### src/rtl/opb_single_master_if.sv
// Command/response handshake plus OPB master-side bus signals for opb_single_master.
// Bit vectors follow OPB big-endian numbering: bit 0 is the most significant bit.
interface opb_single_master_if #(
  parameter int unsigned AW = 32,
  parameter int unsigned DW = 32
);

  localparam int unsigned BEW = DW / 8;

  // command channel
  logic              cmd_valid;
  logic              cmd_ready;
  logic              cmd_rnw;
  logic [0:AW-1]     cmd_addr;
  logic [0:BEW-1]    cmd_be;
  logic [0:DW-1]     cmd_wdata;

  // response channel
  logic              rsp_valid;
  logic              rsp_ready;
  logic [0:DW-1]     rsp_data;
  logic [1:0]        rsp_status;

  // OPB master outputs
  logic              M_request;
  logic              M_select;
  logic              M_RNW;
  logic [0:AW-1]     M_ABus;
  logic [0:BEW-1]    M_BE;
  logic [0:DW-1]     M_DBus;
  logic              M_seqAddr;
  logic              M_busLock;

  // OPB arbiter / slave inputs
  logic              OPB_MGrant;
  logic [0:DW-1]     OPB_DBus;
  logic              OPB_xferAck;
  logic              OPB_errAck;
  logic              OPB_retry;
  logic              OPB_toutSup;

  // view from the initiator
  modport master (
    input  cmd_valid, cmd_rnw, cmd_addr, cmd_be, cmd_wdata,
    output cmd_ready,
    output rsp_valid, rsp_data, rsp_status,
    input  rsp_ready,
    output M_request, M_select, M_RNW, M_ABus, M_BE, M_DBus, M_seqAddr, M_busLock,
    input  OPB_MGrant, OPB_DBus, OPB_xferAck, OPB_errAck, OPB_retry, OPB_toutSup
  );

  // view from the command source, arbiter and slave side
  modport slave (
    output cmd_valid, cmd_rnw, cmd_addr, cmd_be, cmd_wdata,
    input  cmd_ready,
    input  rsp_valid, rsp_data, rsp_status,
    output rsp_ready,
    input  M_request, M_select, M_RNW, M_ABus, M_BE, M_DBus, M_seqAddr, M_busLock,
    output OPB_MGrant, OPB_DBus, OPB_xferAck, OPB_errAck, OPB_retry, OPB_toutSup
  );

endinterface

### src/rtl/opb_single_master.sv
// Single-beat OPB initiator: accepts one command, arbitrates for the bus, runs one
// select phase (re-arbitrating on retry), and returns a status/data response.
// Timeline with immediate grant and ack on the first select cycle:
//   accept cycle -> REQ (grant seen) -> REQ (granted) -> XFER (ack) -> RESP
// so rsp_valid is first high four cycles after the accept cycle.
// Every output is registered and computed from the next state, so M_select is high
// exactly while the FSM sits in XFER and the bus vectors are zero otherwise.
module opb_single_master #(
  parameter int unsigned C_OPB_AWIDTH  = 32,
  parameter int unsigned C_OPB_DWIDTH  = 32,
  parameter int unsigned C_TOUT_CYCLES = 16,
  parameter int unsigned C_MAX_RETRY   = 8
) (
  input logic                 OPB_Clk,
  input logic                 OPB_Rst_n,
  opb_single_master_if.master bus
);

  localparam int unsigned AW  = C_OPB_AWIDTH;
  localparam int unsigned DW  = C_OPB_DWIDTH;
  localparam int unsigned BEW = C_OPB_DWIDTH / 8;
  localparam int unsigned TW  = 8;
  localparam int unsigned RW  = 4;

  localparam logic [1:0] S_IDLE = 2'd0;
  localparam logic [1:0] S_REQ  = 2'd1;
  localparam logic [1:0] S_XFER = 2'd2;
  localparam logic [1:0] S_RESP = 2'd3;

  localparam logic [1:0] ST_OK        = 2'd0;
  localparam logic [1:0] ST_ERRACK    = 2'd1;
  localparam logic [1:0] ST_TIMEOUT   = 2'd2;
  localparam logic [1:0] ST_RETRY_EXH = 2'd3;

  // FSM and command registers
  logic [1:0]     state, state_d;
  logic           granted, granted_d;
  logic           rnw_q, rnw_d;
  logic [0:AW-1]  addr_q, addr_d;
  logic [0:BEW-1] be_q, be_d;
  logic [0:DW-1]  wdata_q, wdata_d;
  logic [RW-1:0]  retry_cnt, retry_d;
  logic [TW-1:0]  tout_cnt, tout_d;
  logic [TW-1:0]  tout_inc;

  // registered outputs
  logic           cmd_ready, cmd_ready_d;
  logic           rsp_valid, rsp_valid_d;
  logic [0:DW-1]  rsp_data, rsp_data_d;
  logic [1:0]     rsp_status, rsp_status_d;
  logic           m_request, m_request_d;
  logic           m_select, m_select_d;
  logic           m_rnw, m_rnw_d;
  logic [0:AW-1]  m_abus, m_abus_d;
  logic [0:BEW-1] m_be, m_be_d;
  logic [0:DW-1]  m_dbus, m_dbus_d;

  assign tout_inc = tout_cnt + TW'(1);

  // next-state, counter and next-output computation
  always_comb begin
    state_d      = state;
    granted_d    = granted;
    rnw_d        = rnw_q;
    addr_d       = addr_q;
    be_d         = be_q;
    wdata_d      = wdata_q;
    retry_d      = retry_cnt;
    tout_d       = tout_cnt;
    rsp_data_d   = rsp_data;
    rsp_status_d = rsp_status;

    case (state)
      S_IDLE: begin
        if (bus.cmd_valid && cmd_ready) begin
          rnw_d        = bus.cmd_rnw;
          addr_d       = bus.cmd_addr;
          be_d         = bus.cmd_be;
          wdata_d      = bus.cmd_wdata;
          retry_d      = '0;
          tout_d       = '0;
          granted_d    = 1'b0;
          rsp_data_d   = '0;
          rsp_status_d = ST_OK;
          state_d      = S_REQ;
        end
      end

      S_REQ: begin
        // grant is noted on one edge; select is driven from the following cycle
        if (granted) begin
          granted_d = 1'b0;
          tout_d    = '0;
          state_d   = S_XFER;
        end else if (bus.OPB_MGrant) begin
          granted_d = 1'b1;
        end
      end

      S_XFER: begin
        if (bus.OPB_errAck) begin
          rsp_status_d = ST_ERRACK;
          rsp_data_d   = '0;
          state_d      = S_RESP;
        end else if (bus.OPB_xferAck) begin
          rsp_status_d = ST_OK;
          rsp_data_d   = rnw_q ? bus.OPB_DBus : '0;
          state_d      = S_RESP;
        end else if (bus.OPB_retry) begin
          // C_MAX_RETRY re-arbitrations are allowed; one more retry aborts
          retry_d = retry_cnt + RW'(1);
          if (retry_cnt < RW'(C_MAX_RETRY)) begin
            state_d = S_REQ;
          end else begin
            rsp_status_d = ST_RETRY_EXH;
            rsp_data_d   = '0;
            state_d      = S_RESP;
          end
        end else if (!bus.OPB_toutSup) begin
          tout_d = tout_inc;
          if (tout_inc == TW'(C_TOUT_CYCLES)) begin
            rsp_status_d = ST_TIMEOUT;
            rsp_data_d   = '0;
            state_d      = S_RESP;
          end
        end
      end

      S_RESP: begin
        if (rsp_valid && bus.rsp_ready) begin
          rsp_data_d   = '0;
          rsp_status_d = ST_OK;
          state_d      = S_IDLE;
        end
      end

      default: begin
        state_d = S_IDLE;
      end
    endcase

    cmd_ready_d = (state_d == S_IDLE);
    rsp_valid_d = (state_d == S_RESP);
    m_request_d = (state_d == S_REQ);
    m_select_d  = (state_d == S_XFER);
    m_rnw_d     = m_select_d ? rnw_d : 1'b0;
    m_abus_d    = m_select_d ? addr_d : '0;
    m_be_d      = m_select_d ? be_d : '0;
    m_dbus_d    = (m_select_d && !rnw_d) ? wdata_d : '0;
  end

  // state, command, counter and output registers
  always_ff @(posedge OPB_Clk or negedge OPB_Rst_n) begin
    if (!OPB_Rst_n) begin
      state      <= S_IDLE;
      granted    <= 1'b0;
      rnw_q      <= 1'b0;
      addr_q     <= '0;
      be_q       <= '0;
      wdata_q    <= '0;
      retry_cnt  <= '0;
      tout_cnt   <= '0;
      cmd_ready  <= 1'b0;
      rsp_valid  <= 1'b0;
      rsp_data   <= '0;
      rsp_status <= ST_OK;
      m_request  <= 1'b0;
      m_select   <= 1'b0;
      m_rnw      <= 1'b0;
      m_abus     <= '0;
      m_be       <= '0;
      m_dbus     <= '0;
    end else begin
      state      <= state_d;
      granted    <= granted_d;
      rnw_q      <= rnw_d;
      addr_q     <= addr_d;
      be_q       <= be_d;
      wdata_q    <= wdata_d;
      retry_cnt  <= retry_d;
      tout_cnt   <= tout_d;
      cmd_ready  <= cmd_ready_d;
      rsp_valid  <= rsp_valid_d;
      rsp_data   <= rsp_data_d;
      rsp_status <= rsp_status_d;
      m_request  <= m_request_d;
      m_select   <= m_select_d;
      m_rnw      <= m_rnw_d;
      m_abus     <= m_abus_d;
      m_be       <= m_be_d;
      m_dbus     <= m_dbus_d;
    end
  end

  assign bus.cmd_ready  = cmd_ready;
  assign bus.rsp_valid  = rsp_valid;
  assign bus.rsp_data   = rsp_data;
  assign bus.rsp_status = rsp_status;
  assign bus.M_request  = m_request;
  assign bus.M_select   = m_select;
  assign bus.M_RNW      = m_rnw;
  assign bus.M_ABus     = m_abus;
  assign bus.M_BE       = m_be;
  assign bus.M_DBus     = m_dbus;
  assign bus.M_seqAddr  = 1'b0;
  assign bus.M_busLock  = 1'b0;

  // request and select are never high together
  a_req_sel_excl: assert property (@(posedge OPB_Clk) disable iff (!OPB_Rst_n)
    !(m_request && m_select));

  // OR-bus outputs stay zero while not selected
  a_bus_zero: assert property (@(posedge OPB_Clk) disable iff (!OPB_Rst_n)
    !m_select |-> (m_abus == '0 && m_be == '0 && !m_rnw && m_dbus == '0));

  // a pending response holds steady until consumed
  a_rsp_stable: assert property (@(posedge OPB_Clk) disable iff (!OPB_Rst_n)
    (rsp_valid && !bus.rsp_ready) |=> (rsp_valid && $stable(rsp_data) && $stable(rsp_status)));

endmodule

### src/flat_wrapper.sv
// flat-port wrapper written by rule: the top's interface ports become plain ports
module opb_single_master_flat 
#(
  parameter int unsigned C_OPB_AWIDTH  = 32,
  parameter int unsigned C_OPB_DWIDTH  = 32,
  parameter int unsigned C_TOUT_CYCLES = 16,
  parameter int unsigned C_MAX_RETRY   = 8
)
  (OPB_Clk, OPB_Rst_n, bus_cmd_valid, bus_cmd_rnw, bus_cmd_addr, bus_cmd_be, bus_cmd_wdata, bus_cmd_ready, bus_rsp_valid, bus_rsp_data, bus_rsp_status, bus_rsp_ready, bus_M_request, bus_M_select, bus_M_RNW, bus_M_ABus, bus_M_BE, bus_M_DBus, bus_M_seqAddr, bus_M_busLock, bus_OPB_MGrant, bus_OPB_DBus, bus_OPB_xferAck, bus_OPB_errAck, bus_OPB_retry, bus_OPB_toutSup);
  opb_single_master_if #(.AW((32)), .DW((32))) bus_i ();
  input logic OPB_Clk;
  input logic OPB_Rst_n;
  input wire logic [$bits(bus_i.cmd_valid)-1:0] bus_cmd_valid;
  input wire logic [$bits(bus_i.cmd_rnw)-1:0] bus_cmd_rnw;
  input wire logic [$bits(bus_i.cmd_addr)-1:0] bus_cmd_addr;
  input wire logic [$bits(bus_i.cmd_be)-1:0] bus_cmd_be;
  input wire logic [$bits(bus_i.cmd_wdata)-1:0] bus_cmd_wdata;
  output wire logic [$bits(bus_i.cmd_ready)-1:0] bus_cmd_ready;
  output wire logic [$bits(bus_i.rsp_valid)-1:0] bus_rsp_valid;
  output wire logic [$bits(bus_i.rsp_data)-1:0] bus_rsp_data;
  output wire logic [$bits(bus_i.rsp_status)-1:0] bus_rsp_status;
  input wire logic [$bits(bus_i.rsp_ready)-1:0] bus_rsp_ready;
  output wire logic [$bits(bus_i.M_request)-1:0] bus_M_request;
  output wire logic [$bits(bus_i.M_select)-1:0] bus_M_select;
  output wire logic [$bits(bus_i.M_RNW)-1:0] bus_M_RNW;
  output wire logic [$bits(bus_i.M_ABus)-1:0] bus_M_ABus;
  output wire logic [$bits(bus_i.M_BE)-1:0] bus_M_BE;
  output wire logic [$bits(bus_i.M_DBus)-1:0] bus_M_DBus;
  output wire logic [$bits(bus_i.M_seqAddr)-1:0] bus_M_seqAddr;
  output wire logic [$bits(bus_i.M_busLock)-1:0] bus_M_busLock;
  input wire logic [$bits(bus_i.OPB_MGrant)-1:0] bus_OPB_MGrant;
  input wire logic [$bits(bus_i.OPB_DBus)-1:0] bus_OPB_DBus;
  input wire logic [$bits(bus_i.OPB_xferAck)-1:0] bus_OPB_xferAck;
  input wire logic [$bits(bus_i.OPB_errAck)-1:0] bus_OPB_errAck;
  input wire logic [$bits(bus_i.OPB_retry)-1:0] bus_OPB_retry;
  input wire logic [$bits(bus_i.OPB_toutSup)-1:0] bus_OPB_toutSup;
  assign bus_i.cmd_valid = bus_cmd_valid;
  assign bus_i.cmd_rnw = bus_cmd_rnw;
  assign bus_i.cmd_addr = bus_cmd_addr;
  assign bus_i.cmd_be = bus_cmd_be;
  assign bus_i.cmd_wdata = bus_cmd_wdata;
  assign bus_cmd_ready = bus_i.cmd_ready;
  assign bus_rsp_valid = bus_i.rsp_valid;
  assign bus_rsp_data = bus_i.rsp_data;
  assign bus_rsp_status = bus_i.rsp_status;
  assign bus_i.rsp_ready = bus_rsp_ready;
  assign bus_M_request = bus_i.M_request;
  assign bus_M_select = bus_i.M_select;
  assign bus_M_RNW = bus_i.M_RNW;
  assign bus_M_ABus = bus_i.M_ABus;
  assign bus_M_BE = bus_i.M_BE;
  assign bus_M_DBus = bus_i.M_DBus;
  assign bus_M_seqAddr = bus_i.M_seqAddr;
  assign bus_M_busLock = bus_i.M_busLock;
  assign bus_i.OPB_MGrant = bus_OPB_MGrant;
  assign bus_i.OPB_DBus = bus_OPB_DBus;
  assign bus_i.OPB_xferAck = bus_OPB_xferAck;
  assign bus_i.OPB_errAck = bus_OPB_errAck;
  assign bus_i.OPB_retry = bus_OPB_retry;
  assign bus_i.OPB_toutSup = bus_OPB_toutSup;
  opb_single_master #(.C_OPB_AWIDTH(C_OPB_AWIDTH), .C_OPB_DWIDTH(C_OPB_DWIDTH), .C_TOUT_CYCLES(C_TOUT_CYCLES), .C_MAX_RETRY(C_MAX_RETRY)) u_core (.OPB_Clk(OPB_Clk), .OPB_Rst_n(OPB_Rst_n), .bus(bus_i));
endmodule
### config.mk
export PLATFORM = sky130hd
export DESIGN_NAME = opb_single_master_flat
export DESIGN_NICKNAME = d
export VERILOG_FILES = /design/src/rtl/opb_single_master_if.sv /design/src/rtl/opb_single_master.sv /design/src/flat_wrapper.sv
export SDC_FILE = /design/constraint.sdc
export NUM_CORES = 1
export LEC_CHECK = 0
export BUFFER_PORTS_ARGS = -buffer_cell sky130_fd_sc_hd__buf_2
export CORE_ASPECT_RATIO = 1.75
export CORE_MARGIN = 5
export CORE_UTILIZATION = 46
export CTS_CLUSTER_SIZE = 12
export DETAILED_ROUTE_END_ITERATION = 8
export PLACE_DENSITY = 0.76
export SLEW_MARGIN = 0
export SYNTH_ARGS = -nofsm -noshare
export SYNTH_HDL_FRONTEND = slang
export SYNTH_SLANG_ARGS = --single-unit
### constraint.sdc
create_clock -name OPB_Clk -period 1.8 [get_ports OPB_Clk]
set_input_delay 0.09 -clock OPB_Clk [delete_from_list [all_inputs] [get_ports OPB_Clk]]
set_output_delay 0.09 -clock OPB_Clk [all_outputs]
set_load 0.1 [all_outputs]
==> flow_metrics.py <==
metrics = {
    "clock_network": {
        "cts_sinks": 191,
        "root_buffer": "clkbuf_16",
        "cts.clk_slew.worst_paths_ps": 70,
        "clock_path_buffers": 2,
        "insertion_delay_ps": 420,
        "htreeDepth": 4,
        "numCtsBuffers": 17,
        "cts_tree": "done",
    },
    "floorplan": {
        "fp.dieH_um": 174,
        "io_pins": 219,
        "start_util": 0.469,
        "rows": 59,
        "die_w_um": 103,
        "dieArea_sq_um": 18000,
        "core_sq_um": 15000,
    },
    "cells_and_area": {
        "multi_input_area_sq_um": 2090,
        "fin_nets": 1068,
        "final_cell_mix": "nand2_1, buf_2, dfrtp_1, dlygate4sd3_1, nor2b_1",
        "seq_area_sq_um": 4780,
        "syn2layout_area_growth_pct": 43.0,
        "antenna_cells": 0,
        "final_layout_size_suffix_gt1_frac": 0.291,
        "final_common_cell": "nand2_1",
        "num-fill-cells": 1072,
    },
    "routing": {
        "wl_per_cell_um": 16.2,
        "routedLengthMet1_mm": 6.81,
        "vias_per_cell": 4.93,
        "drc": 0,
        "routed_wl_mm": 18.6,
        "met3RoutedLength_mm": 1.08,
        "highest_layer": "met4",
        "dr_wl_met2_mm": 10.1,
        "vias": 5685,
        "drtIter0Drc": 190,
        "drtAntennaViolNets": 0,
        "dr.pass1.iters": 4,
    },
    "global_routing": {
        "track_usage": 0.212,
        "grt_pass1_wl_mm": 30.1,
        "antenna_found_initial": 0,
        "grt_max_degree": 76,
        "grt_pass1_vias": 6196,
        "grt-ovfl-total": 0,
    },
    "flow_run": {
        "max-cap-violations": 0,
    },
    "sta": {
        "period_share": 0.963,
        "skew_ps": 12.3,
        "rsz0062_at_grt": "false",
        "min_period_ps": 1730,
        "setup_violations": 0,
        "worst_pin_slew_ps": 525,
        "finalHoldViolCount": 0,
        "max_freq_mhz": 577,
        "tns_ps": 0,
        "max_slew_margin": 0.652,
        "finalMaxSlewViolations": 0,
    },
    "setup_path": {
        "cp-end-kind": "flip-flop",
        "worstPathMaxFanout": 34,
        "startpoint_type": "flip-flop",
        "critical_path_class": "flip-flop to flip-flop",
        "arrival_ps": 2030,
        "cp.required_ps": 2090,
    },
    "power": {
        "irDropWorstVdd_mv": 1.18,
        "p_per_area_nw_per_um2": 1690,
        "p_leak_nw": 5.43,
        "report.power.total_mw": 17.0,
    },
    "placement": {
        "place_congestion": 0.812,
        "io_buffers": 216,
        "place_hpwl_mm": 11.2,
    },
    "logic_synthesis": {
        "syn_area_sq_um": 7030,
        "ys_ff_latch": 191,
        "syn_avg_cell_area_sq_um": 11.2,
        "postSynthCellCount": 630,
        "yosys_warnings": 0,
        "yosysUniqueCellTypes": 39,
        "yosysSeqAreaShare": 0.680,
    },
    "status": {
        "outcome": "finished clean",
    },
    "worst_hold_path": {
        "hold_path_class": "primary input to flip-flop",
    },
}
synthesized netlist by cell type, drive strengths merged:
master / n / area, sq um
buf: 15 / 105
conb: 1 / 3.75
a21oi: 9 / 48.8
ha: 2 / 25.0
xnor2: 2 / 17.5
nor2: 11 / 43.8
nand2b: 4 / 25.0
o21a: 2 / 15.0
a211o: 1 / 8.76
xor2: 2 / 17.5
nand4: 2 / 12.5
o21ai: 12 / 60.1
inv: 5 / 18.8
a31o: 2 / 17.5
clkbuf: 17 / 63.8
nor2b: 69 / 432
and3: 3 / 20.0
nor4: 1 / 6.26
nand3b: 2 / 15.0
or3: 2 / 12.5
nand2: 217 / 815
o211ai: 1 / 7.51
o2bb2ai: 2 / 17.5
mux2: 1 / 11.3
dfrtp: 191 / 4780
a22o: 36 / 315
nor3: 6 / 40.0
nand3: 10 / 55.1
mux2i: 2 / 23.8
final cells by class:
cell class                 count  area share
sequential                   191       0.476
multi-input combinational    403       0.208
tap                          183      0.0228
clock inverter                13      0.0117
clock buffer                  19      0.0450
inverter                       5     0.00187
timing repair buffer         338       0.235
where the power goes:
part | switching [mW] | internal [mW] | leakage [nW]
sequential | 0.506 | 5.60 | 2.55
clock | 1.71 | 1.91 | 0.284
combinational | 5.57 | 1.70 | 2.59
total | 7.79 | 9.20 | 5.43
logic make-up after synthesis:
family / Yosys count / synth area share
AOI/OAI and AO/OA: 65 / 0.0697
xor gates and xnor gates: 4 / 0.00498
adders and majority gates: 2 / 0.00356
buffers and inverters: 37 / 0.0267
DFF: 191 / 0.680
muxes: 3 / 0.00498
other: 1 / 0.000533
and+or+nand+nor: 327 / 0.210
sequential cells by signal, indices dropped and copies added (netlist names):
name and cells:
u_core.addr_q 32, u_core.be_q 4, u_core.bus.M_ABus 32, u_core.bus.M_BE 4, u_core.bus.M_DBus 32, u_core.bus.M_RNW 1
u_core.bus.M_request 1, u_core.bus.M_select 1, u_core.bus.cmd_ready 1, u_core.bus.rsp_data 32, u_core.bus.rsp_status 2, u_core.bus.rsp_valid 1
u_core.granted 1, u_core.retry_cnt 4, u_core.rnw_q 1, u_core.state 2, u_core.tout_cnt 8, u_core.wdata_q 32
worst max-delay path: stages, from the launching register on:
cell and delay [ps]:
dfrtp_1 410, nor4_1 240, and3_2 250, a21oi_2 70, a31o_1 220, buf_12 170, a22o_1 250
through the flow:
step / utilization / cells / worst slack [ps] / area, sq um / hold WS, ps
finish: 0.671 / 1152 / 66.7 / 10100 / 69.5
CTS: 0.670 / 1151 / 68.8 / 10000 / 50.3
detailed placement: 0.564 / 1017 / 76.2 / 8460 / 65.6
global placement: 0.564 / 1017 / 101 / 8460 / 62.3
global route: 0.671 / 1152 / 8.05 / 10100 / 73.8
floorplan: - / 631 / 25.3 / 7050 / -206
routing by layer:
layer | vias to the layer above | track usage
li1 | 2672 | -
met1 | 2741 | 0.246
met2 | 224 | 0.372
met3 | 48 | 0.0447
met4 | 0 | 0.0859
met5 | - | 0
final timing paths:
path	depth (start not counted)	from	end	slack, ps
min in group asynchronous	2	OPB_Rst_n	u_core.bus.M_request$_DFF_PN0_	190
worst max register to register	6	u_core.tout_cnt[6]$_DFFE_PN0P_	u_core.bus.rsp_data[26]$_DFFE_PN0P_	70
max in group asynchronous	3	OPB_Rst_n	u_core.addr_q[17]$_DFF_PN0_	880
worst min-delay path	4	bus_cmd_valid	u_core.granted$_DFFE_PN0P_	70
worst max-delay path	6	u_core.tout_cnt[6]$_DFFE_PN0P_	u_core.bus.rsp_data[26]$_DFFE_PN0P_	70
worst min register to register	2	u_core.addr_q[22]$_DFF_PN0_	u_core.addr_q[22]$_DFF_PN0_	460
timing repair:
item	4_1_cts	5_1_grt
endpoints found under the setup margin	0	5
hold buffers	102	0
resized for setup	0	1
buffers inserted	0	1
hold endpoints to repair	168	0
(Power assumes the default switching activity.)
